### config.mk
export PLATFORM = sky130hd
export DESIGN_NAME = trap_sequencer
export DESIGN_NICKNAME = d
export VERILOG_FILES = /design/src/rtl/csr_pkg.sv /design/src/rtl/irq_sync.sv /design/src/rtl/trap_sequencer.sv
export SDC_FILE = /design/constraint.sdc
export NUM_CORES = 1
export LEC_CHECK = 0
export ABC_AREA = 1
export ABC_CLOCK_PERIOD_IN_PS = 2900
export CAP_MARGIN = 15
export CELL_PAD_IN_SITES_DETAIL_PLACEMENT = 1
export CELL_PAD_IN_SITES_GLOBAL_PLACEMENT = 1
export CORE_MARGIN = 3
export CORE_UTILIZATION = 23
export CTS_CLUSTER_DIAMETER = 200
export DETAILED_ROUTE_END_ITERATION = 8
export PLACE_DENSITY = 0.91
export SYNTH_ARGS = -nofsm -noshare
export SYNTH_HDL_FRONTEND = slang
export SYNTH_SLANG_ARGS = --single-unit
### constraint.sdc
create_clock -name clk -period 2.9 [get_ports clk]
set_input_delay 0.58 -clock clk [delete_from_list [all_inputs] [get_ports clk]]
set_output_delay 0.58 -clock clk [all_outputs]
set_load 0.02 [all_outputs]
### src/rtl/csr_pkg.sv
// rtl/csr_pkg.sv - shared trap/interrupt codes, bit indices and sequencer state encoding
package csr_pkg;

   // Exception code field width carried from the execute stage
   localparam int EXC_CODE_W = 5;

   // Machine interrupt codes as written into mcause
   localparam logic [EXC_CODE_W-1:0] CODE_MEI = 5'd11;
   localparam logic [EXC_CODE_W-1:0] CODE_MSI = 5'd3;
   localparam logic [EXC_CODE_W-1:0] CODE_MTI = 5'd7;

   // Bit positions of each source in mie and mip
   localparam int MIX_MEI_BIT = 11;
   localparam int MIX_MTI_BIT = 7;
   localparam int MIX_MSI_BIT = 3;

   // Bit positions inside the irq_pending mirror {ext, timer, soft}
   localparam int PEND_EXT   = 2;
   localparam int PEND_TIMER = 1;
   localparam int PEND_SOFT  = 0;

   // Sequencer states
   typedef enum logic [2:0] {
      ST_IDLE     = 3'd0,
      ST_FLUSH    = 3'd1,
      ST_DRAIN    = 3'd2,
      ST_COMMIT   = 3'd3,
      ST_REDIRECT = 3'd4
   } seq_state_e;

   // mcause interrupt flag sits in the top bit of the register
   function automatic int mcause_int_pos(int xlen);
      return xlen - 1;
   endfunction

endpackage

### src/rtl/irq_sync.sv
// rtl/irq_sync.sv - multi-flop synchronizer for the asynchronous external interrupt level
module irq_sync #(
   parameter int STAGES = 2
) (
   input  logic clk,
   input  logic reset_n,
   input  logic level,
   output logic synced
);

   logic [STAGES-1:0] chain;

   // Shift the raw level through the flop chain; cleared on reset
   always_ff @(posedge clk) begin
      if (!reset_n) begin
         chain <= '0;
      end else begin
         chain <= {chain[STAGES-2:0], level};
      end
   end

   assign synced = chain[STAGES-1];

endmodule

### src/rtl/trap_sequencer.sv
// rtl/trap_sequencer.sv - trap/interrupt/MRET sequencer; VECTORED_MTVEC_EN enables vectored interrupt targets
module trap_sequencer
   import csr_pkg::*;
#(
   parameter int XLEN        = 32,
   parameter int SYNC_STAGES = 2
) (
   input  logic                  clk,
   input  logic                  reset_n,
   input  logic                  exc_valid,
   input  logic [EXC_CODE_W-1:0] exc_cause,
   input  logic [XLEN-1:0]       exc_pc,
   input  logic                  mret_valid,
   input  logic [XLEN-1:0]       irq_pc,
   input  logic                  irq_ext,
   input  logic                  irq_timer,
   input  logic                  irq_soft,
   input  logic                  csr_mstatus_mie,
   input  logic [XLEN-1:0]       csr_mie,
   input  logic [XLEN-1:0]       csr_mtvec,
   input  logic [XLEN-1:0]       csr_mepc,
   input  logic                  pipe_drained,
   output logic                  flush,
   output logic                  stall_fetch,
   output logic                  trap_commit,
   output logic [XLEN-1:0]       trap_cause,
   output logic [XLEN-1:0]       trap_epc,
   output logic                  mret_commit,
   output logic                  redirect_valid,
   output logic [XLEN-1:0]       redirect_pc,
   output logic [2:0]            irq_pending,
   output logic                  busy
);

   localparam int INT_BIT = mcause_int_pos(XLEN);

   seq_state_e            state;
   logic                  ext_sync;
   logic                  lat_mret;
   logic                  lat_irq;
   logic [EXC_CODE_W-1:0] lat_code;
   logic                  irq_take;
   logic [EXC_CODE_W-1:0] irq_code;
   logic [XLEN-1:0]       irq_cause;
   logic [XLEN-1:0]       exc_mcause;
   logic [XLEN-1:0]       trap_base;
   logic [XLEN-1:0]       trap_target;
   logic                  unused_bits;

   irq_sync #(.STAGES(SYNC_STAGES)) u_irq_sync (
      .clk     (clk),
      .reset_n (reset_n),
      .level   (irq_ext),
      .synced  (ext_sync)
   );

   // Highest-priority eligible interrupt (MEI > MSI > MTI) from the registered pending mirror
   always_comb begin
      irq_take = 1'b0;
      irq_code = '0;
      if (csr_mstatus_mie) begin
         if (csr_mie[MIX_MEI_BIT] && irq_pending[PEND_EXT]) begin
            irq_take = 1'b1;
            irq_code = CODE_MEI;
         end else if (csr_mie[MIX_MSI_BIT] && irq_pending[PEND_SOFT]) begin
            irq_take = 1'b1;
            irq_code = CODE_MSI;
         end else if (csr_mie[MIX_MTI_BIT] && irq_pending[PEND_TIMER]) begin
            irq_take = 1'b1;
            irq_code = CODE_MTI;
         end
      end
   end

   // mcause encodings for interrupt and exception traps
   always_comb begin
      irq_cause                   = '0;
      irq_cause[EXC_CODE_W-1:0]   = irq_code;
      irq_cause[INT_BIT]          = 1'b1;
      exc_mcause                  = '0;
      exc_mcause[EXC_CODE_W-1:0]  = exc_cause;
   end

   // Trap handler address; vectored mode offsets interrupts by 4*code
   always_comb begin
      trap_base   = {csr_mtvec[XLEN-1:2], 2'b00};
      trap_target = trap_base;
`ifdef VECTORED_MTVEC_EN
      if (lat_irq && (csr_mtvec[1:0] == 2'b01)) begin
         trap_target = trap_base + {{(XLEN-EXC_CODE_W-2){1'b0}}, lat_code, 2'b00};
      end
`endif
   end

   assign unused_bits = ^{csr_mie, csr_mtvec[1:0], csr_mepc[0], lat_irq, lat_code};

   // Sequencer FSM with registered outputs and the pending-interrupt mirror
   always_ff @(posedge clk) begin
      if (!reset_n) begin
         state          <= ST_IDLE;
         flush          <= 1'b0;
         stall_fetch    <= 1'b0;
         trap_commit    <= 1'b0;
         mret_commit    <= 1'b0;
         redirect_valid <= 1'b0;
         busy           <= 1'b0;
         trap_cause     <= '0;
         trap_epc       <= '0;
         redirect_pc    <= '0;
         irq_pending    <= '0;
         lat_mret       <= 1'b0;
         lat_irq        <= 1'b0;
         lat_code       <= '0;
      end else begin
         irq_pending <= {ext_sync, irq_timer, irq_soft};
         case (state)
            ST_IDLE: begin
               if (exc_valid || mret_valid || irq_take) begin
                  state       <= ST_FLUSH;
                  flush       <= 1'b1;
                  stall_fetch <= 1'b1;
                  busy        <= 1'b1;
               end
               if (exc_valid) begin
                  lat_mret   <= 1'b0;
                  lat_irq    <= 1'b0;
                  trap_cause <= exc_mcause;
                  trap_epc   <= exc_pc;
               end else if (mret_valid) begin
                  lat_mret <= 1'b1;
                  lat_irq  <= 1'b0;
               end else if (irq_take) begin
                  lat_mret   <= 1'b0;
                  lat_irq    <= 1'b1;
                  lat_code   <= irq_code;
                  trap_cause <= irq_cause;
                  trap_epc   <= irq_pc;
               end
            end
            ST_FLUSH: begin
               flush <= 1'b0;
               state <= ST_DRAIN;
            end
            ST_DRAIN: begin
               if (pipe_drained) begin
                  state       <= ST_COMMIT;
                  trap_commit <= !lat_mret;
                  mret_commit <= lat_mret;
               end
            end
            ST_COMMIT: begin
               trap_commit    <= 1'b0;
               mret_commit    <= 1'b0;
               redirect_valid <= 1'b1;
               redirect_pc    <= lat_mret ? {csr_mepc[XLEN-1:1], 1'b0} : trap_target;
               state          <= ST_REDIRECT;
            end
            ST_REDIRECT: begin
               redirect_valid <= 1'b0;
               stall_fetch    <= 1'b0;
               busy           <= 1'b0;
               state          <= ST_IDLE;
            end
            default: begin
               state          <= ST_IDLE;
               flush          <= 1'b0;
               stall_fetch    <= 1'b0;
               trap_commit    <= 1'b0;
               mret_commit    <= 1'b0;
               redirect_valid <= 1'b0;
               busy           <= 1'b0;
            end
         endcase
      end
   end

endmodule

==> results.json, run 1 <==
{
  "dp_cells": 1049,
  "setup_tns_ns": 0,
  "status": "completed",
  "cts_sinks": 83,
  "vias": 4724,
  "overflow": 0,
  "hold_buffers": 0,
  "ir_worst_vdd_mv": 0.256,
  "path_buf_inv": 3,
  "wl_per_cell_um": 14.8,
  "root_buffer": "clkbuf_16",
  "postCtsSetupBuffers": 0,
  "finalHoldViolations": 0,
  "core_mm2": 0.0181,
  "crit_family": "simple AND/OR/NAND/NOR gates",
  "r2r_cells": 4,
  "cpPeakStageDelay_ns": 0.50,
  "drt-initial-drc-count": 98,
  "drc": 0,
  "yosysWarnings": 0,
  "layout_min_cycle_time_ns": 2.17,
  "portBuffers": 219,
  "power.leakage_uw": 0.00297,
  "grt_pass1_vias": 4896,
  "boundaryPins": 279,
  "post-route-period-util_pct": 74.9,
  "yosysSeqAreaShare_pct": 38.9,
  "max_freq_mhz": 461,
  "seqCellArea_mm2": 0.00166,
  "clk_pin_slew_ns": 0.06,
  "skew_ns": 0.00806,
  "critical-path-slowest-cell": "clkdlybuf4s50_1",
  "htreeDepth": 3,
  "rows": 49,
  "worst_pin_slew_ns": 1.02,
  "syn_area_mm2": 0.00428,
  "numCtsBuffers": 9,
  "start_kind": "input pin",
  "syn_to_final_growth_pct": 59.1,
  "start_util_pct": 23.6,
  "post_synth_num_cell_types": 26,
  "layout.cells.non_filler": 1064,
  "antenna_found_initial": 0,
  "nets": 1005,
  "clock_path_buffers": 2,
  "rsz0062_at_grt": "false",
  "place_congestion": 0.751,
  "grt_pass1_wl_mm": 24.2,
  "die-area_mm2": 0.0203,
  "synthCells": 636,
  "cp.depth": 10,
  "worstPathArrival_ns": 2.44,
  "diodes": 0,
  "grt.total_usage_pct": 14.9,
  "post_cts_resized": 0,
  "dr.pass1.iters": 4,
  "finalPower_uw": 3570,
  "nFillCells": 2227,
  "relSlewSlack_pct": 31.9,
  "hold-path-cell-count": 2,
  "worstPathCellList": "clkdlybuf4s50_1 > nand2_1 > nand3_1 > nand2_1 > nand2_2 > nand3_2 > buf_4 > nand2_1 > inv_1 > nor2_1",
  "crit_required_ns": 3.17,
  "routed_wl_mm": 15.7,
  "endpoint_kind": "register",
  "grt_max_degree": 63,
  "die_h_um": 142,
  "p_per_area_mw_per_mm2": 525,
  "viasPerCell": 4.44,
  "hp-class": "reg2reg",
  "ant_nets": 0,
  "clk_latency_ns": 0.34,
  "syn_avg_cell_area_um2": 6.72,
  "path_max_fanout": 9,
  "setup_viol": 0,
  "die_w_um": 142,
  "critPathMostFrequentCell": "nand2_1",
  "multi_input_area_mm2": 0.00198,
  "place_hpwl_mm": 11.8,
  "ys_ff_latch": 83,
  "drv_slew": 0,
  "drv_cap": 0,
  "path_class": "in2reg",
  "post_route_cells_drive_above_1_share_pct": 4.07,
  "utilization_pct": 37.6,
  "cts_tree": "yes"
}
-- Yosys cell counts --
cell | n | share of area [%]
or2_2 | 1 | 0.15
a21boi_0 | 32 | 5.6
dfxtp_1 | 83 | 39
nand2_2 | 3 | 0.44
buf_2 | 19 | 2.2
buf_1 | 4 | 0.35
inv_2 | 1 | 0.088
o21ai_1 | 7 | 0.82
conb_1 | 1 | 0.088
nor2_4 | 1 | 0.26
nor3_4 | 1 | 0.38
nand3_1 | 8 | 0.94
buf_4 | 30 | 5.3
inv_1 | 80 | 7.0
a31oi_1 | 30 | 4.4
clkinv_1 | 1 | 0.088
buf_6 | 2 | 0.53
nand2_1 | 187 | 16
mux2i_1 | 1 | 0.23
nand3_2 | 1 | 0.23
nand4_1 | 35 | 5.1
clkbuf_1 | 17 | 1.5
a21oi_1 | 6 | 0.70
nor3_1 | 1 | 0.12
o21ai_0 | 28 | 3.3
nor2_1 | 56 | 4.9
-- worst reg2reg max path, cell delays in order (launching register included) --
cell	delay (ns)
dfxtp_1	0.30
buf_4	0.24
inv_1	0.79
nand2_1	0.22
a31oi_1	0.22
-- logic make-up after synthesis --
kind of cell	Yosys count	synth area share (%)
AO/OA/AOI/OAI	103	14.8
other	1	0.0877
buffers and inverters	154	17.1
multiplexers	1	0.234
flip-flops	83	38.9
AND/OR/NAND/NOR	294	29.0
-- final timing paths --
kind / from / to / slack, ns
max reg2reg: lat_mret / redirect_pc[7] / 1.06
max: csr_mie[11] / trap_epc[4] / 0.73
min reg2reg: u_irq_sync.chain[0] / u_irq_sync.chain[1] / 0.41
min: u_irq_sync.chain[0] / u_irq_sync.chain[1] / 0.41
-- registers in the layout, indices dropped and copies added (netlist names) --
register,flops
lat_mret,1
u_irq_sync.chain,2
irq_pending,3
trap_epc,32
trap_cause,6
trap_commit,1
redirect_pc,31
mret_commit,1
busy,1
flush,1
redirect_valid,1
state,3
-- power by group --
part	leakage (uW)	switching, uW	internal [uW]
registers	0.000680	65.2	1260
logic	0.00215	605	517
clock network	0.000134	471	660
-- metrics by stage --
step                      setup WS [ns]  hold WS, ns  area [um^2]
after floorplan                    1.44        0.390         4370
after global placement            0.420        0.407         6520
after detailed placement          0.361        0.405         6520
after CTS                         0.705        0.420         6810
after global routing              0.552        0.433         6810
final                             0.729        0.415         6810
-- final cells by class --
cell class | count | area share (%)
Tap cell | 229 | 4.21
Clock inverter | 5 | 0.809
Clock buffer | 10 | 3.36
Timing Repair Buffer | 230 | 33.5
Sequential cell | 83 | 24.4
Inverter | 82 | 4.52
Multi-Input combinational cell | 425 | 29.1
-- layout by cell type (no fill, tap or decap), types with 2 or more instances in the layout --
cell type,count
a21boi_0,32
a21oi_1,6
a31oi_1,30
buf_4,10
clkbuf_16,9
clkdlybuf4s50_1,218
clkinv_2,2
clkinvlp_4,2
conb_1,27
dfxtp_1,83
inv_1,80
nand2_1,187
nand2_2,3
nand3_1,8
nand4_1,35
nor2_1,56
o21ai_0,28
o21ai_1,7
-- per-layer routing --
metal | routed length (um) | track usage [%] | part of all wire (%) | vias up
met4 | 230 | 4.60 | 1.5 | 0
met3 | 1680 | 5.95 | 11 | 17
met1 | 6270 | 15.5 | 40 | 2168
li1 | - | - | - | 2346
met2 | 7570 | 27.6 | 48 | 193
met5 | 0 | 0 | 0 | -
Power figures use the tool's default switching activity.
==> run 2, diff against run 1 <==
ABC_CLOCK_PERIOD_IN_PS = 2000   (was 2900)
clock period = 2 ns   (was 2.9 ns; I/O delays follow)
==> run 2 against run 1 <==
Cell area increased by 1.7%. Combinational power increased by 48%. Clock power increased by 49%. Die area unchanged. Cell count increased by 0.56%. Sequential power increased by 45%. Via count about the same. Utilization increased by 0.65 points. Register-to-register slack got worse by 0.52 ns. Critical path type is now reg2out. Power increased by 47%. Critical endpoint is now irq_pending[0]. First-iteration DRC count increased by 21%.
==> results.json, run 2 (synthesis results as in run 1) <==
{
  "status": "completed",
  "drv_cap": 0,
  "hp-class": "in2reg",
  "use_met1_pct": 15.8,
  "overflow": 0,
  "path_class": "reg2out",
  "endpoint_kind": "output port",
  "cts_tree": "yes",
  "max_freq_mhz": 570,
  "largest_register_ff_count": 32,
  "post_cts_resized": 0,
  "ant_nets": 0,
  "ir_worst_vdd_mv": 0.396,
  "setup_tns_ns": 0,
  "design_area_mm2": 0.00692,
  "wl_per_cell_um": 14.5,
  "grt.total_usage_pct": 14.8,
  "p_per_area_mw_per_mm2": 760,
  "syn_to_final_growth_pct": 61.9,
  "core_mm2": 0.0181,
  "numCtsBuffers": 9,
  "die-area_mm2": 0.0203,
  "portBuffers": 219,
  "htreeDepth": 3,
  "hold_buffers": 0,
  "rsz0062_at_grt": "false",
  "power.leakage_uw": 0.00302,
  "skew_ns": 0.00856,
  "place_congestion": 0.757,
  "place_area_mm2": 0.00663,
  "layout_min_cycle_time_ns": 1.75,
  "finalPower_uw": 5260,
  "crit_family": "buffers and inverters",
  "die_h_um": 142,
  "clock_path_buffers": 2,
  "boundaryPins": 279,
  "start_kind": "register",
  "post-route-period-util_pct": 87.7,
  "dr.pass1.iters": 4,
  "cts_sinks": 83,
  "diodes": 0,
  "grt_pass1_wl_mm": 24.0,
  "layout_commonest_cell": "clkdlybuf4s50_1",
  "top_register": "trap_epc",
  "top_usage_layer": "met2",
  "postCtsSetupBuffers": 0,
  "worstPathCellList": "clkdlybuf4s50_1",
  "path_max_fanout": 2,
  "clk_latency_ns": 0.34,
  "root_buffer": "clkbuf_16",
  "die_w_um": 142,
  "grt_pass1_vias": 4902,
  "crit_required_ns": 1.60,
  "reg_top3": "trap_epc x32, redirect_pc x31, trap_cause x6",
  "routed_wl_mm": 15.5,
  "rows": 49,
  "start_util_pct": 23.6,
  "clk_pin_slew_ns": 0.06,
  "finalHoldViolations": 0,
  "worstPathArrival_ns": 1.35,
  "setup_slack_ns": 0.246,
  "final_cell_mix": "clkdlybuf4s50_1, nand2_1, dfxtp_1",
  "antenna_found_initial": 0,
  "drv_slew": 0,
  "path_buf_inv": 1,
  "vias": 4726,
  "nets": 1011,
  "cpPeakStageDelay_ns": 0.63,
  "grt_max_degree": 63,
  "place_hpwl_mm": 12.0,
  "setup_viol": 0,
  "dp_cells": 1055,
  "post_route_cells_drive_above_1_share_pct": 4.76,
  "grtUsageMet3_pct": 6.42,
  "critical-path-slowest-cell": "clkdlybuf4s50_1",
  "layout.cells.non_filler": 1070,
  "grt_use_met2_pct": 26.4,
  "preCtsSetupSlack_ns": 0.0211,
  "viasPerCell": 4.42,
  "drt-initial-drc-count": 119,
  "drc": 0
}
==> run 2: final timing paths <==
check,startpoint,endpoint,slack [ns],depth (start not counted)
worst min-delay path,reset_n,redirect_pc[4],0.41,3
worst min register to register,u_irq_sync.chain[1],irq_pending[2],0.41,2
worst max-delay path,irq_pending[0],irq_pending[0],0.25,1
worst max register to register,irq_pending[0],trap_epc[3],0.54,9
==> run 2: per-layer routing <==
layer  vias to the layer above  wire, um
li1                       2356         -
met1                      2163      6290
met2                       191      7200
met3                        16      1770
met4                         0       238
met5                         -         0
==> run 2: layout make-up <==
| class | instances | area [um^2] |
|---|---|---|
| multi-input combinational | 425 | 1980 |
| timing repair buffer | 236 | 2390 |
| clock buffer | 11 | 243 |
| clock inverter | 4 | 51.3 |
| tap | 229 | 287 |
| sequential | 83 | 1660 |
| fill | 2230 | 11200 |
| inverter | 82 | 308 |
==> run 2: per-stage QoR <==
step	utilization [%]	hold WS, ns
after global placement	36.7	0.403
after global routing	38.3	0.411
after floorplan	-	0.390
final	38.3	0.406
after CTS	38.3	0.392
after detailed placement	36.7	0.401
==> run 2: power breakdown <==
| part | leakage, uW | internal (uW) | switching (uW) |
|---|---|---|---|
| clock | 0.000142 | 996 | 687 |
| combinational | 0.00220 | 778 | 881 |
| sequential | 0.000680 | 1820 | 94.8 |
| total | 0.00302 | 3600 | 1660 |
==> run 3, diff against run 2 <==
ABC_AREA = unset   (was 1)
PLACE_DENSITY = 0.89   (was 0.91)
==> run 3 against run 2 <==
Sequential power about the same. First-iteration DRC count shrank 30%. Die area down 9.1%. Via count shrank 21%. Clock power up 16%. Clock skew decreased by 0.00082 ns. Synthesized area down 9.5%. Count of clock-buffer cells in the layout down 1.
==> results.json, run 3 <==
{
  "status": "completed",
  "p_int_uw": 3940,
  "setup.worst_path.start": "busy",
  "yosysWarnings": 0,
  "whs_ns": 0.441,
  "whs_endpoint": "u_irq_sync.chain[1]",
  "rsz0062_at_grt": "false",
  "r2r_end": "trap_epc[6]",
  "vias": 3726,
  "drv_slew": 0,
  "routed_wl_mm": 13.6,
  "nFillCells": 1811,
  "post_route_cells_drive_above_1_share_pct": 10.3,
  "hp-class": "reg2reg",
  "yosysTopAreaCell": "dfxtp_1",
  "seqCellArea_mm2": 0.00166,
  "start_kind": "register",
  "start_util_pct": 23.9,
  "endpoint_kind": "output port",
  "die_h_um": 136,
  "ant_nets": 0,
  "r2r_cells": 6,
  "final_cell_mix": "clkdlybuf4s50_1, dfxtp_1, mux2i_1",
  "die_w_um": 136,
  "switchingPower_uw": 1630,
  "hp-start": "u_irq_sync.chain[0]",
  "dr.pass1.iters": 4,
  "power.share.sequential_pct": 35.0,
  "layout_min_cycle_time_ns": 1.85,
  "synthTopCellsByArea": "dfxtp_1, mux2i_1, a211oi_1",
  "clk_pin_slew_ns": 0.07,
  "place_hpwl_mm": 10.9,
  "max_freq_mhz": 541,
  "die-area_mm2": 0.0184,
  "grt_max_degree": 62,
  "htreeDepth": 3,
  "boundaryPins": 279,
  "netlist_top_cells_count": "dfxtp_1, mux2i_1, a211oi_1",
  "finalHoldViolations": 0,
  "pwr-share-clk_pct": 34.9,
  "ir_worst_vdd_mv": 0.534,
  "p_per_area_mw_per_mm2": 836,
  "portBuffers": 219,
  "hold-path-cell-count": 1,
  "reg_top3": "trap_epc x32, redirect_pc x31, trap_cause x6",
  "clk_latency_ns": 0.34,
  "power.leakage_uw": 0.00244,
  "cts_sinks": 83,
  "crit_required_ns": 1.60,
  "path_max_fanout": 3,
  "cp.depth": 1,
  "syn_to_final_growth_pct": 72.3,
  "post_synth_num_cell_types": 37,
  "synth_edf_count": 0,
  "viasPerCell": 4.46,
  "path_class": "reg2out",
  "r2r-start": "irq_pending[2]",
  "ys_ff_latch": 83,
  "cts_tree": "yes",
  "setup_viol": 0,
  "core_mm2": 0.0162,
  "drc": 0,
  "numCtsBuffers": 9,
  "wl_per_cell_um": 16.3,
  "synth_top_area_share_pct": 42.9,
  "worstPathArrival_ns": 1.45,
  "critical-path-slowest-cell": "clkdlybuf4s50_1",
  "largest_register_ff_count": 32,
  "grt_pass1_vias": 3846,
  "rrSetupSlack_ns": 0.36,
  "syn_area_mm2": 0.00387,
  "power_frac_comb_pct": 30.1,
  "worstPathCellList": "clkdlybuf4s50_1",
  "synth_most_common_cell": "dfxtp_1",
  "drt-initial-drc-count": 83,
  "grt_pass1_wl_mm": 20.1,
  "path_buf_inv": 1,
  "finalPower_uw": 5580,
  "synthCells": 399,
  "nets": 789,
  "multi_input_area_mm2": 0.00194,
  "diodes": 0,
  "post-route-period-util_pct": 92.4,
  "hold_buffers": 0,
  "layout_commonest_cell": "clkdlybuf4s50_1",
  "post_cts_resized": 0,
  "antenna_found_initial": 0,
  "skew_ns": 0.00774,
  "postCtsSetupBuffers": 0,
  "cpPeakStageDelay_ns": 0.69,
  "syn_avg_cell_area_um2": 9.70,
  "overflow": 0,
  "top_register": "trap_epc",
  "drv_cap": 0,
  "place_congestion": 0.698,
  "async_reset_ff_share_pct": 0,
  "clock_path_buffers": 2,
  "crit_family": "buffers and inverters",
  "root_buffer": "clkbuf_16",
  "grt.total_usage_pct": 14.1,
  "ys.flop_type": "dfxtp_1",
  "rows": 46,
  "switching_share_pct": 29.3,
  "yosysSeqAreaShare_pct": 42.9
}
run 3: cell count changes in the layout (fill, tap and decap cells not counted), moves of 33 or more:
cell,change
nand2_1,-178
inv_1,-78
mux2i_1,+62
a211oi_1,+45
a21oi_1,+33
nand4_1,-33
run 3: logic make-up (layout without fill, tap and decap cells):
| group | count (synthesis) | after routing | share of synthesized area [%] |
|---|---|---|---|
| xor+xnor | 1 | 1 | 0.226 |
| compound gates | 117 | 117 | 22.4 |
| simple gates | 68 | 68 | 8.21 |
| mux | 63 | 63 | 16.3 |
| buf+inv | 66 | 261 | 9.83 |
| other cells | 1 | 27 | 0.0969 |
| flops | 83 | 83 | 42.9 |
run 3: layer usage:
layer | part of all wire (%) | vias up | global-route usage (%)
li1 | - | 1828 | -
met1 | 38 | 1705 | 14.4
met2 | 49 | 181 | 25.9
met3 | 11 | 12 | 5.68
met4 | 1.2 | 0 | 4.70
met5 | 0 | - | 0
run 3: worst reg2reg max path, delay by kind of cell (launching register included):
family | cells | cell delay [ns]
buffers and inverters | 2 | 0.46
DFF | 1 | 0.38
AOI/OAI and AO/OA | 4 | 0.68
run 3: power by group through the flow:
stage | combinational [uW] | sequential (uW) | clock (uW)
2_1_floorplan | 696 | 2160 | 0
3_3_place_gp | 1660 | 1980 | 0
3_5_place_dp | 1700 | 1990 | 0
4_1_cts | 1700 | 1950 | 2030
5_1_grt | 1800 | 1970 | 2080
6_report | 1680 | 1950 | 1950
run 3: per-stage QoR:
stage | area [um^2] | setup TNS [ns] | setup WS (ns) | cells | util (%)
2_1_floorplan | 3970 | 0 | 0.286 | 425 | -
3_3_place_gp | 6320 | -2.45 | -0.125 | 820 | 39.1
3_5_place_dp | 6320 | -3.41 | -0.146 | 820 | 39.1
4_1_cts | 6670 | 0 | 0.117 | 836 | 41.2
5_1_grt | 6670 | 0 | 0.101 | 836 | 41.2
6_report | 6670 | 0 | 0.152 | 836 | 41.2
run 3: area by class of cell:
class                           instances  area share (%)
Tap cell                              216            4.05
Inverter                                3           0.169
Timing Repair Buffer                  242            36.5
Clock buffer                           10            3.58
Sequential cell                        83            24.9
Multi-Input combinational cell        276            29.1
Clock inverter                          6            1.67
run 3: worst max path at each step:
stage | endpoint
CTS | busy
finish | busy
global route | state[0]
detailed placement | trap_epc[16]
global placement | lat_mret
floorplan | trap_epc[13]
